**src/rtl/game_pkg.sv**
```systemverilog
// rtl/game_pkg.sv - shared game types and default sizing
// Purpose: player and shot-arbiter state encodings plus default parameters
//          used by the shot arbiter and its cooldown counters.
// Ports:   none (package)
package game_pkg;

  typedef enum logic {
    PLAYER_1 = 1'b0,
    PLAYER_2 = 1'b1
  } player_e;

  typedef enum logic {
    IDLE  = 1'b0,
    OFFER = 1'b1
  } shot_arb_state_e;

  localparam int NUM_SLOTS_DEF       = 4;
  localparam int COOLDOWN_FRAMES_DEF = 20;
  localparam int MAX_PER_PLAYER_DEF  = 2;

endpackage

```
**src/rtl/shot_cooldown.sv**
```systemverilog
// rtl/shot_cooldown.sv - per-player frame cooldown down-counter
// Purpose: loads FRAMES on a launch, counts down on frame ticks, saturates at 0.
// Ports:
//   clk_i     in  system clock
//   reset_i   in  synchronous active-high reset
//   load_i    in  launch accepted; reload counter (wins over tick)
//   tick_i    in  frame tick; decrement when nonzero
//   active_o  out counter nonzero
module shot_cooldown #(
  parameter int FRAMES = 20,
  parameter int CNT_W  = $clog2(FRAMES + 1)
) (
  input  logic clk_i,
  input  logic reset_i,
  input  logic load_i,
  input  logic tick_i,
  output logic active_o
);

  logic [CNT_W-1:0] r_count;

  always_ff @(posedge clk_i) begin
    if (reset_i) begin
      r_count <= '0;
    end else if (load_i) begin
      r_count <= CNT_W'(FRAMES);
    end else if (tick_i && (r_count != '0)) begin
      r_count <= r_count - 1'b1;
    end
  end

  assign active_o = (r_count != '0);

endmodule

```
**src/rtl/shot_arbiter.sv**
```systemverilog
// rtl/shot_arbiter.sv - shares bullet slots between two players
// Purpose: captures shoot presses, applies cooldown and in-flight limits,
//          round-robin arbitrates and offers one launch at a time.
// Ports:
//   clk_i, reset_i          clock, synchronous active-high reset
//   enable_i                playing; low drops pending presses
//   frame_tick_i            per-frame pulse for cooldowns
//   player_1/2_shoot_i      shoot keys (level)
//   retire_valid_i/slot_i   bullet engine frees a slot
//   launch_ready_i          bullet engine takes the offer
//   launch_valid_o/player_o/slot_o  launch offer
//   slot_busy_o             per-slot occupancy
//   cooldown_active_o       [0] P1, [1] P2 cooling down
module shot_arbiter
  import game_pkg::*;
#(
  parameter int NUM_SLOTS       = NUM_SLOTS_DEF,
  parameter int SLOT_W          = $clog2(NUM_SLOTS),
  parameter int COOLDOWN_FRAMES = COOLDOWN_FRAMES_DEF,
  parameter int MAX_PER_PLAYER  = MAX_PER_PLAYER_DEF
) (
  input  logic                 clk_i,
  input  logic                 reset_i,
  input  logic                 enable_i,
  input  logic                 frame_tick_i,
  input  logic                 player_1_shoot_i,
  input  logic                 player_2_shoot_i,
  input  logic                 retire_valid_i,
  input  logic [SLOT_W-1:0]    retire_slot_i,
  input  logic                 launch_ready_i,
  output logic                 launch_valid_o,
  output logic                 launch_player_o,
  output logic [SLOT_W-1:0]    launch_slot_o,
  output logic [NUM_SLOTS-1:0] slot_busy_o,
  output logic [1:0]           cooldown_active_o
);

  localparam int IW = $clog2(MAX_PER_PLAYER + 1);

  shot_arb_state_e     r_state, w_state_next;
  player_e             r_player, r_last_grant, w_winner;
  logic [SLOT_W-1:0]   r_slot, w_free_slot;
  logic [1:0]          r_shoot_q, r_shoot_qq, r_pending;
  logic [NUM_SLOTS-1:0] r_busy, r_owner;
  logic [IW-1:0]       r_inflight [2];
  logic [1:0]          w_rise, w_eligible, w_inc, w_dec, w_cool_active;
  logic                w_accept, w_retire, w_any_free, w_load_offer;

  // Keys are registered twice so the edge is taken from synchronous samples.
  assign w_rise   = r_shoot_q & ~r_shoot_qq;
  assign w_accept = (r_state == OFFER) && launch_ready_i;
  // Retiring a slot that is not busy must not touch any in-flight count.
  assign w_retire   = retire_valid_i && r_busy[retire_slot_i];
  assign w_any_free = ~&r_busy;

  always_comb begin
    w_free_slot = '0;
    for (int i = NUM_SLOTS - 1; i >= 0; i--) begin
      if (!r_busy[i]) w_free_slot = SLOT_W'(i);
    end
  end

  always_comb begin
    w_inc      = '0;
    w_dec      = '0;
    w_eligible = '0;
    for (int p = 0; p < 2; p++) begin
      w_inc[p]      = w_accept && (r_player == player_e'(p));
      w_dec[p]      = w_retire && (r_owner[retire_slot_i] == 1'(p));
      w_eligible[p] = r_pending[p] && !w_cool_active[p] &&
                      (r_inflight[p] < IW'(MAX_PER_PLAYER)) && w_any_free;
    end
  end

  always_comb begin
    w_winner = PLAYER_1;
    if (&w_eligible) begin
      w_winner = (r_last_grant == PLAYER_1) ? PLAYER_2 : PLAYER_1;
    end else if (w_eligible[1]) begin
      w_winner = PLAYER_2;
    end
  end

  always_comb begin
    w_state_next = r_state;
    w_load_offer = 1'b0;
    case (r_state)
      IDLE: begin
        if (enable_i && (|w_eligible)) begin
          w_state_next = OFFER;
          w_load_offer = 1'b1;
        end
      end
      OFFER: begin
        // enable_i is deliberately ignored: an offer is never withdrawn.
        if (launch_ready_i) w_state_next = IDLE;
      end
      default: w_state_next = IDLE;
    endcase
  end

  always_ff @(posedge clk_i) begin
    if (reset_i) begin
      r_state      <= IDLE;
      r_player     <= PLAYER_1;
      r_slot       <= '0;
      r_last_grant <= PLAYER_2;
      r_shoot_q    <= '0;
      r_shoot_qq   <= '0;
      r_pending    <= '0;
      r_busy       <= '0;
      r_owner      <= '0;
      for (int p = 0; p < 2; p++) r_inflight[p] <= '0;
    end else begin
      r_state    <= w_state_next;
      r_shoot_q  <= {player_2_shoot_i, player_1_shoot_i};
      r_shoot_qq <= r_shoot_q;
      if (w_load_offer) begin
        r_player <= w_winner;
        r_slot   <= w_free_slot;
      end
      if (w_accept) r_last_grant <= r_player;
      for (int p = 0; p < 2; p++) begin
        if (!enable_i) r_pending[p] <= 1'b0;
        else if (w_inc[p]) r_pending[p] <= 1'b0;
        else if (w_rise[p]) r_pending[p] <= 1'b1;
        if (w_inc[p] && !w_dec[p] && (r_inflight[p] < IW'(MAX_PER_PLAYER)))
          r_inflight[p] <= r_inflight[p] + 1'b1;
        else if (w_dec[p] && !w_inc[p] && (r_inflight[p] != '0))
          r_inflight[p] <= r_inflight[p] - 1'b1;
      end
      // The offered slot is never busy, so retire and accept cannot collide.
      if (w_retire) r_busy[retire_slot_i] <= 1'b0;
      if (w_accept) begin
        r_busy[r_slot]  <= 1'b1;
        r_owner[r_slot] <= r_player;
      end
    end
  end

  for (genvar g = 0; g < 2; g++) begin : g_cool
    shot_cooldown #(.FRAMES(COOLDOWN_FRAMES)) u_cooldown (
      .clk_i   (clk_i),
      .reset_i (reset_i),
      .load_i  (w_inc[g]),
      .tick_i  (frame_tick_i),
      .active_o(w_cool_active[g])
    );
  end

  assign launch_valid_o    = (r_state == OFFER);
  assign launch_player_o   = r_player;
  assign launch_slot_o     = r_slot;
  assign slot_busy_o       = r_busy;
  assign cooldown_active_o = w_cool_active;

endmodule

```
**config.mk**
```make
export PLATFORM = sky130hd
export DESIGN_NAME = shot_arbiter
export DESIGN_NICKNAME = d
export VERILOG_FILES = /design/src/rtl/game_pkg.sv /design/src/rtl/shot_cooldown.sv /design/src/rtl/shot_arbiter.sv
export SDC_FILE = /design/constraint.sdc
export NUM_CORES = 1
export LEC_CHECK = 0
export CAP_MARGIN = 20
export CORE_ASPECT_RATIO = 1.1
export CORE_UTILIZATION = 55
export CTS_BUF_LIST = sky130_fd_sc_hd__clkbuf_8
export DETAILED_ROUTE_END_ITERATION = 16
export HOLD_SLACK_MARGIN = 0.06
export PLACE_DENSITY = 0.79
export SETUP_SLACK_MARGIN = 0.05
export SYNTH_ARGS = -nofsm -noshare
export SYNTH_HDL_FRONTEND = slang
export SYNTH_SLANG_ARGS = --single-unit
```
**constraint.sdc**
```tcl
create_clock -name clk_i -period 2.27 [get_ports clk_i]
set_input_delay 0.227 -clock clk_i [delete_from_list [all_inputs] [get_ports clk_i]]
set_output_delay 0.227 -clock clk_i [all_outputs]
set_load 0.02 [all_outputs]
```
==> qor.csv, run 1 <==
stage,metric,value,unit
run_status,run_status,"finished, final reports clean",
worst_setup_path,crit_chain,inv_1 > ha_1 > or4b_4 > clkdlybuf4s50_1,
drt,drtPass1Iterations,4,
drt,drc,0,
logic_synthesis,ys_ff_latch,33,
layout,drive_above_1_share,0.0874,
timing,min_period_over_period,0.932,
logic_synthesis,yosysWarnings,0,
timing,finalHoldViolCount,0,
global_route,grt.overflow.total,0,
worst_setup_path,cp.buffers_inverters,2,
die,coreArea,0.00280,mm²
cts,holdBufCountCts,0,
logic_synthesis,synthSimpleGateAreaFrac,0.261,
cts,tritoncts,done,
timing,skew,0.00128,ns
logic_synthesis,synth_cell_types,42,
logic_synthesis,muxShareOfSynthArea,0.0566,
worst_setup_path,worstRegToRegCells,7,
cts,clock-root-buffer,clkbuf_8,
global_route,grt_pass1_vias,1299,
worst_setup_path,crit_type,reg -> out,
worst_setup_path,slowest_delay,0.55,ns
timing,min_period,2.12,ns
hold_path,whs_path_depth,1,
layout,syn2layout_area_growth,17.8,%
worst_setup_path,reg2reg_slack,0.23,ns
logic_synthesis,ys_seq_area_frac,0.428,
cts,clkLatencyLatePin,0.28,ns
timing,slew_viol_final,0,
timing,finalSetupViolCount,0,
logic_synthesis,yosys.area_share.xor_xnor,0.0321,
cts,cts-resized-gates,0,
logic_synthesis,synth-adder-area-share,0.0383,
layout,antenna_cells,0,
placement,post-dp-hpwl,2.55,mm
logic_synthesis,synth_top_area_share,0.355,
die,die_h,59.2,µm
cts,cts_made_buffers,5,
worst_setup_path,start_kind,flop,
drt,wl_per_cell,14.3,µm
logic_synthesis,synth_area_leaders,"dfxtp_1, edfxtp_1, nor2_1",
job,drv_cap,0,
worst_setup_path,crit_fanout,3,
timing,worstMarginPinSlew,0.363,ns
global_route,grt_pass1_wl,5.42,mm
drt,vias,1388,
cts,cts_setup_buffers,0,
worst_setup_path,end_kind,output port,
power_and_ir_drop,leakagePower,0.000742,µW
worst_setup_path,arrival,1.89,ns
drt,drt_iter0_drc,38,
power_and_ir_drop,power_density,891,mW/mm²
logic_synthesis,syn_inst,184,
layout,fin_nets,220,
die,die_area,0.00320,mm²
global_route,grt_usage,0.241,
worst_setup_path,critPathSlowestCell,clkdlybuf4s50_1,
die,start_util,0.583,
cts,htreeDepth,2,
power_and_ir_drop,vdd_drop_max,0.714,mV
cts,path_clk_slew,0.07,ns
die,num_rows,20,
worst_setup_path,critical_path_required,2.04,ns
cts,clock_path_buffers,2,
cts,cts_sinks,33,
timing,finalSetupTns,0,ns
timing,maxSlewHeadroom,0.755,
logic_synthesis,synth_top_family_by_area,simple AND/OR/NAND/NOR gates,
worst_setup_path,r2r_start,g_cool[0].u_cooldown.r_count[0],
logic_synthesis,avgSynthCellArea,8.89,µm²
drt,via_per_inst,5.81,
logic_synthesis,synth_nets,199,
worst_setup_path,crit_family,buffers and inverters,
layout,final_util,0.687,
worst_setup_path,timing.rr.end,launch_slot_o[1],
hold_path,hp-class,reg -> reg,
hold_path,holdPathEnd,r_shoot_qq[1],
global_route,grt_max_degree,12,
drt,ant_nets,0,
timing,fmax,0.473,GHz
global_route,antenna_found_initial,0,
timing,rsz0062_at_grt,no,
die,io_pins,20,
placement,io_buffers,19,
logic_synthesis,yosys.area.top_type,dfxtp_1,
logic_synthesis,syn_area,0.00164,mm²
die,die_x,54.0,µm
hold_path,hold_start,r_shoot_q[1],
drt,totalWireLength,3.42,mm
placement,gp_congestion,0.865,
logic_synthesis,synth_compound_area_frac,0.134,
## final cells by class
class                           instances  area [µm²]
Fill cell                             231         877
Multi-Input combinational cell        134         853
Sequential cell                        33         701
Timing Repair Buffer                   23         220
Clock buffer                            5        68.8
Tap cell                               33        41.3
Inverter                                8        30.0
Clock inverter                          3        11.3
## metrics by stage
step                      std cells  total power [µW]  instance area, µm²  hold WS [ns]  setup slack (ns)
final                           239              1720                1930         0.460             0.155
after global routing            239              1830                1930         0.460            0.0739
after CTS                       239              1730                1930         0.460             0.136
after detailed placement        231              1320                1850         0.445           0.00357
after global placement          231              1290                1850         0.436            0.0475
after floorplan                 184              1210                1640         0.355             0.357
## report_power, final
part / switching, µW / total [µW] / internal, µW
sequential: 64.6 / 730 / 665
clock: 207 / 411 / 204
combinational: 285 / 575 / 290
## worst max-delay path by stage
| stage | from | to | slack (ns) | depth (start not counted) |
|---|---|---|---|---|
| after floorplan | g_cool[1].u_cooldown.r_count[0] | launch_slot_o[1] | 0.36 | 7 |
| after global placement | retire_slot_i[0] | r_inflight[1][1] | 0.05 | 5 |
| after detailed placement | retire_slot_i[1] | r_inflight[1][1] | 0.004 | 6 |
| after CTS | g_cool[1].u_cooldown.r_count[0] | cooldown_active_o[1] | 0.14 | 4 |
| after global routing | g_cool[1].u_cooldown.r_count[0] | cooldown_active_o[1] | 0.07 | 4 |
| final | g_cool[0].u_cooldown.r_count[0] | cooldown_active_o[0] | 0.15 | 4 |
## cell usage after synthesis
cell type and count:
a211o_1 1, a211oi_1 2, a21boi_0 1, a21o_1 1, a21oi_1 16, a21oi_4 1
and2_0 1, and2_2 1, buf_2 1, buf_4 2, buf_6 1, clkbuf_1 4
clkbuf_2 1, dfxtp_1 29, edfxtp_1 4, ha_1 5, inv_1 8, mux2i_1 7
mux4_2 1, nand2_1 12, nand2b_1 6, nand3_1 6, nand3b_1 3, nand4_1 2
nand4b_1 1, nor2_1 24, nor2b_1 6, nor3_1 7, nor3b_1 1, o21ai_0 9
o22a_1 1, o22ai_1 1, o311ai_0 1, o31ai_1 2, or2_2 1, or3_1 1
or3b_2 1, or3b_4 2, or4_1 2, or4b_4 2, xnor2_1 2, xor2_1 4
## state kept, by name, indices dropped and copies added, names as in the netlist
name and count:
launch_player_o 1, launch_slot_o 2, r_pending 2, r_owner 4, slot_busy_o 4, r_inflight 4, r_shoot_qq 2, g_cool.u_cooldown.r_count 10
launch_valid_o 1, r_last_grant 1, r_shoot_q 2
## routing by layer
metal  share of wire  track usage
met5               0            0
met4           0.028        0.125
met3           0.042       0.0744
met2            0.51        0.418
met1            0.42        0.257
## cell usage in the layout, fill, tap and decap left out, drive strengths merged, types with 5 or more instances in the layout
master         netlist  final
mux2i                7      7
nand2b               6      6
o21ai                9      9
nand2               12     12
nor2                24     24
nor2b                6      6
dfxtp               29     29
clkdlybuf4s50        0     19
a21oi               17     17
nand3                6      6
nor3                 7      7
ha                   5      5
clkbuf               5      5
inv                  8     11
## cells by family after synthesis
family                   count (synthesis)
flip-flops                              33
AND/OR/NAND/NOR                         79
adder cells (fa/ha/maj)                  5
buffers and inverters                   17
multiplexers                             8
AO/OA/AOI/OAI                           36
XOR/XNOR                                 6
No activity file was read; power rests on OpenSTA's default activity.
==> run 2, diff against run 1 <==
- SLEW_MARGIN: not set -> 20
==> results of run 2 <==
The final DEF is identical to that of run 1; final timing and power are the same.
==> run 3, diff against run 2 <==
- DONT_BUFFER_PORTS: not set -> 1
- PLACE_DENSITY: 0.79 -> 0.7
- TNS_END_PERCENT: not set -> 30
==> qor.csv, run 3 (synthesized netlist as in run 1, its figures left out) <==
stage,metric,value,unit,change
run_status,run_status,"finished, final reports clean",,
die,io_pins,20,,unchanged
layout,multiInputGateArea,856,µm²,+0.29%
worst_setup_path,slowest_delay,0.52,ns,-0.03 ns
global_route,grt_usage,0.243,,+0.00172
cts,tritoncts,done,,
layout,regArea,706,µm²,+0.71%
placement,dp_cells,214,,-7.4%
worst_setup_path,critPathSlowestCell,or4b_4,,
die,num_rows,20,,unchanged
timing,fin_ws,0.156,ns,+0.00128 ns
cts,cts_sinks,33,,unchanged
hold_path,hp-class,in -> reg,,
die,coreArea,0.00280,mm²,unchanged
timing,worstMarginPinSlew,0.811,ns,+0.448 ns
layout,largest_reg_flops,10,,unchanged
global_route,grt.overflow.total,0,,unchanged
cts,clock-root-buffer,clkbuf_8,,
placement,gp_congestion,0.767,,-11%
layout,syn2layout_area_growth,9.87,%,
global_route,antenna_found_initial,0,,unchanged
drt,drt_iter0_drc,39,,+2.6%
timing,finalSetupViolCount,0,,unchanged
layout,fillers,248,,+7.4%
timing,skew,0.00387,ns,+0.00259 ns
job,drv_cap,0,,unchanged
die,die_area,0.00320,mm²,unchanged
cts,path_clk_slew,0.07,ns,about the same
worst_setup_path,critical_path_required,2.41,ns,+0.37 ns
layout,drive_above_1_share,0.152,,+0.0645
die,die_h,59.2,µm,unchanged
worst_setup_path,end_kind,flop,,
layout,layout_commonest_cell,dfxtp_1,,
die,die_x,54.0,µm,unchanged
worst_setup_path,crit_family,simple AND/OR/NAND/NOR gates,,
drt,wl_per_cell,15.6,µm,+8.6%
layout,fin_nets,205,,-6.8%
timing,maxSlewHeadroom,0.457,,-0.298
drt,totalWireLength,3.49,mm,+1.8%
drt,drtPass1Iterations,4,,unchanged
layout,layout.cells.non_filler,224,,-6.3%
timing,finalSetupTns,0,ns,unchanged
placement,post-dp-hpwl,2.45,mm,-3.7%
timing,rsz0062_at_grt,no,,
layout,layout_common_cells,"dfxtp_1, nor2_1, a21oi_1, nand2_1, o21ai_0",,
cts,clkLatencyLatePin,0.28,ns,about the same
power_and_ir_drop,leakagePower,0.000696,µW,-6.2%
die,start_util,0.583,,unchanged
worst_setup_path,cp.buffers_inverters,1,,-1
power_and_ir_drop,total_power,1730,µW,+0.89%
worst_setup_path,start_kind,flop,,
worst_setup_path,arrival,2.25,ns,+0.36 ns
timing,min_period_over_period,0.931,,about the same
global_route,grt_max_degree,21,,+9
cts,htreeDepth,2,,unchanged
power_and_ir_drop,power_density,964,mW/mm²,+8.1%
drt,via_per_inst,5.85,,+0.78%
timing,slew_viol_final,0,,unchanged
timing,min_period,2.11,ns,-0.00128 ns
layout,regMostFlops,g_cool.u_cooldown.r_count,,
layout,antenna_cells,0,,unchanged
worst_setup_path,crit_type,reg -> reg,,
placement,place_worst_setup_slack,0.200,ns,+0.196 ns
cts,cts_made_buffers,5,,unchanged
worst_setup_path,crit_chain,inv_2 > ha_2 > or4b_4 > or3b_4 > a21oi_4 > mux2i_1 > nor2_1,,
drt,ant_nets,0,,unchanged
global_route,grt_pass1_vias,1258,,-3.2%
drt,vias,1311,,-5.5%
power_and_ir_drop,vdd_drop_max,0.778,mV,+9.0%
drt,drc,0,,unchanged
cts,clock_path_buffers,2,,unchanged
worst_setup_path,crit_fanout,3,,unchanged
placement,io_buffers,0,,-19
global_route,grt_pass1_wl,5.54,mm,+2.3%
timing,finalHoldViolCount,0,,unchanged
timing,fmax,0.473,GHz,about the same
run 3: cell count changes in the layout (fill, tap and decap cells not counted), moves of 2 or more:
cell	before	now
buf_4	4	7
clkbuf_8	5	7
clkdlybuf4s50_1	19	0
dfxtp_1	29	27
inv_1	11	6
inv_2	0	2
run 3: where the power goes:
| part | total, µW | switching, µW | internal [µW] |
|---|---|---|---|
| logic | 522 | 291 | 231 |
| clock network | 476 | 203 | 274 |
| registers | 733 | 62.0 | 671 |
| total | 1730 | 555 | 1180 |
run 3: what timing repair did:
action	in CTS	in global routing
endpoints found under the hold margin	20	0
gates resized for setup	0	6
hold buffers	1	0
endpoints found under the setup margin	0	1
buffers inserted	0	1
run 3: per-layer routing:
| layer | GRT usage | vias up | share of wire |
|---|---|---|---|
| li1 | - | 653 | - |
| met1 | 0.274 | 622 | 0.41 |
| met2 | 0.422 | 34 | 0.52 |
| met3 | 0.0846 | 2 | 0.065 |
| met4 | 0.0769 | 0 | 0.0055 |
| met5 | 0 | - | 0 |
run 3: through the flow:
| step | hold slack (ns) | utilization | area, µm² |
|---|---|---|---|
| after detailed placement | 0.302 | 0.596 | 1670 |
| after global routing | 0.0677 | 0.641 | 1800 |
| final | 0.0770 | 0.641 | 1800 |
| after CTS | 0.0716 | 0.636 | 1780 |
| after global placement | 0.300 | 0.596 | 1670 |
| after floorplan | 0.355 | - | 1640 |
run 3: layout make-up:
type | instances | area share
clock inverter | 1 | 0.00279
tap | 33 | 0.0230
clock buffer | 7 | 0.0536
sequential | 33 | 0.393
timing repair buffer | 8 | 0.0348
inverter | 8 | 0.0167
multi-input combinational | 134 | 0.476
run 3: final timing paths:
check	startpoint	to	slack, ns	cells past startpoint
max	g_cool[0].u_cooldown.r_count[0]	launch_slot_o[0]	0.16	7
min	player_2_shoot_i	r_shoot_q[1]	0.08	1
max reg2reg	g_cool[0].u_cooldown.r_count[0]	launch_slot_o[0]	0.16	7
min reg2reg	r_last_grant	r_last_grant	0.45	1
run 3: worst reg2reg max path, cell delays in order (launching register included):
cell and delay [ns]:
dfxtp_4 0.34, inv_2 0.06, ha_2 0.17, or4b_4 0.52, or3b_4 0.45, a21oi_4 0.19, mux2i_1 0.20, nor2_1 0.05
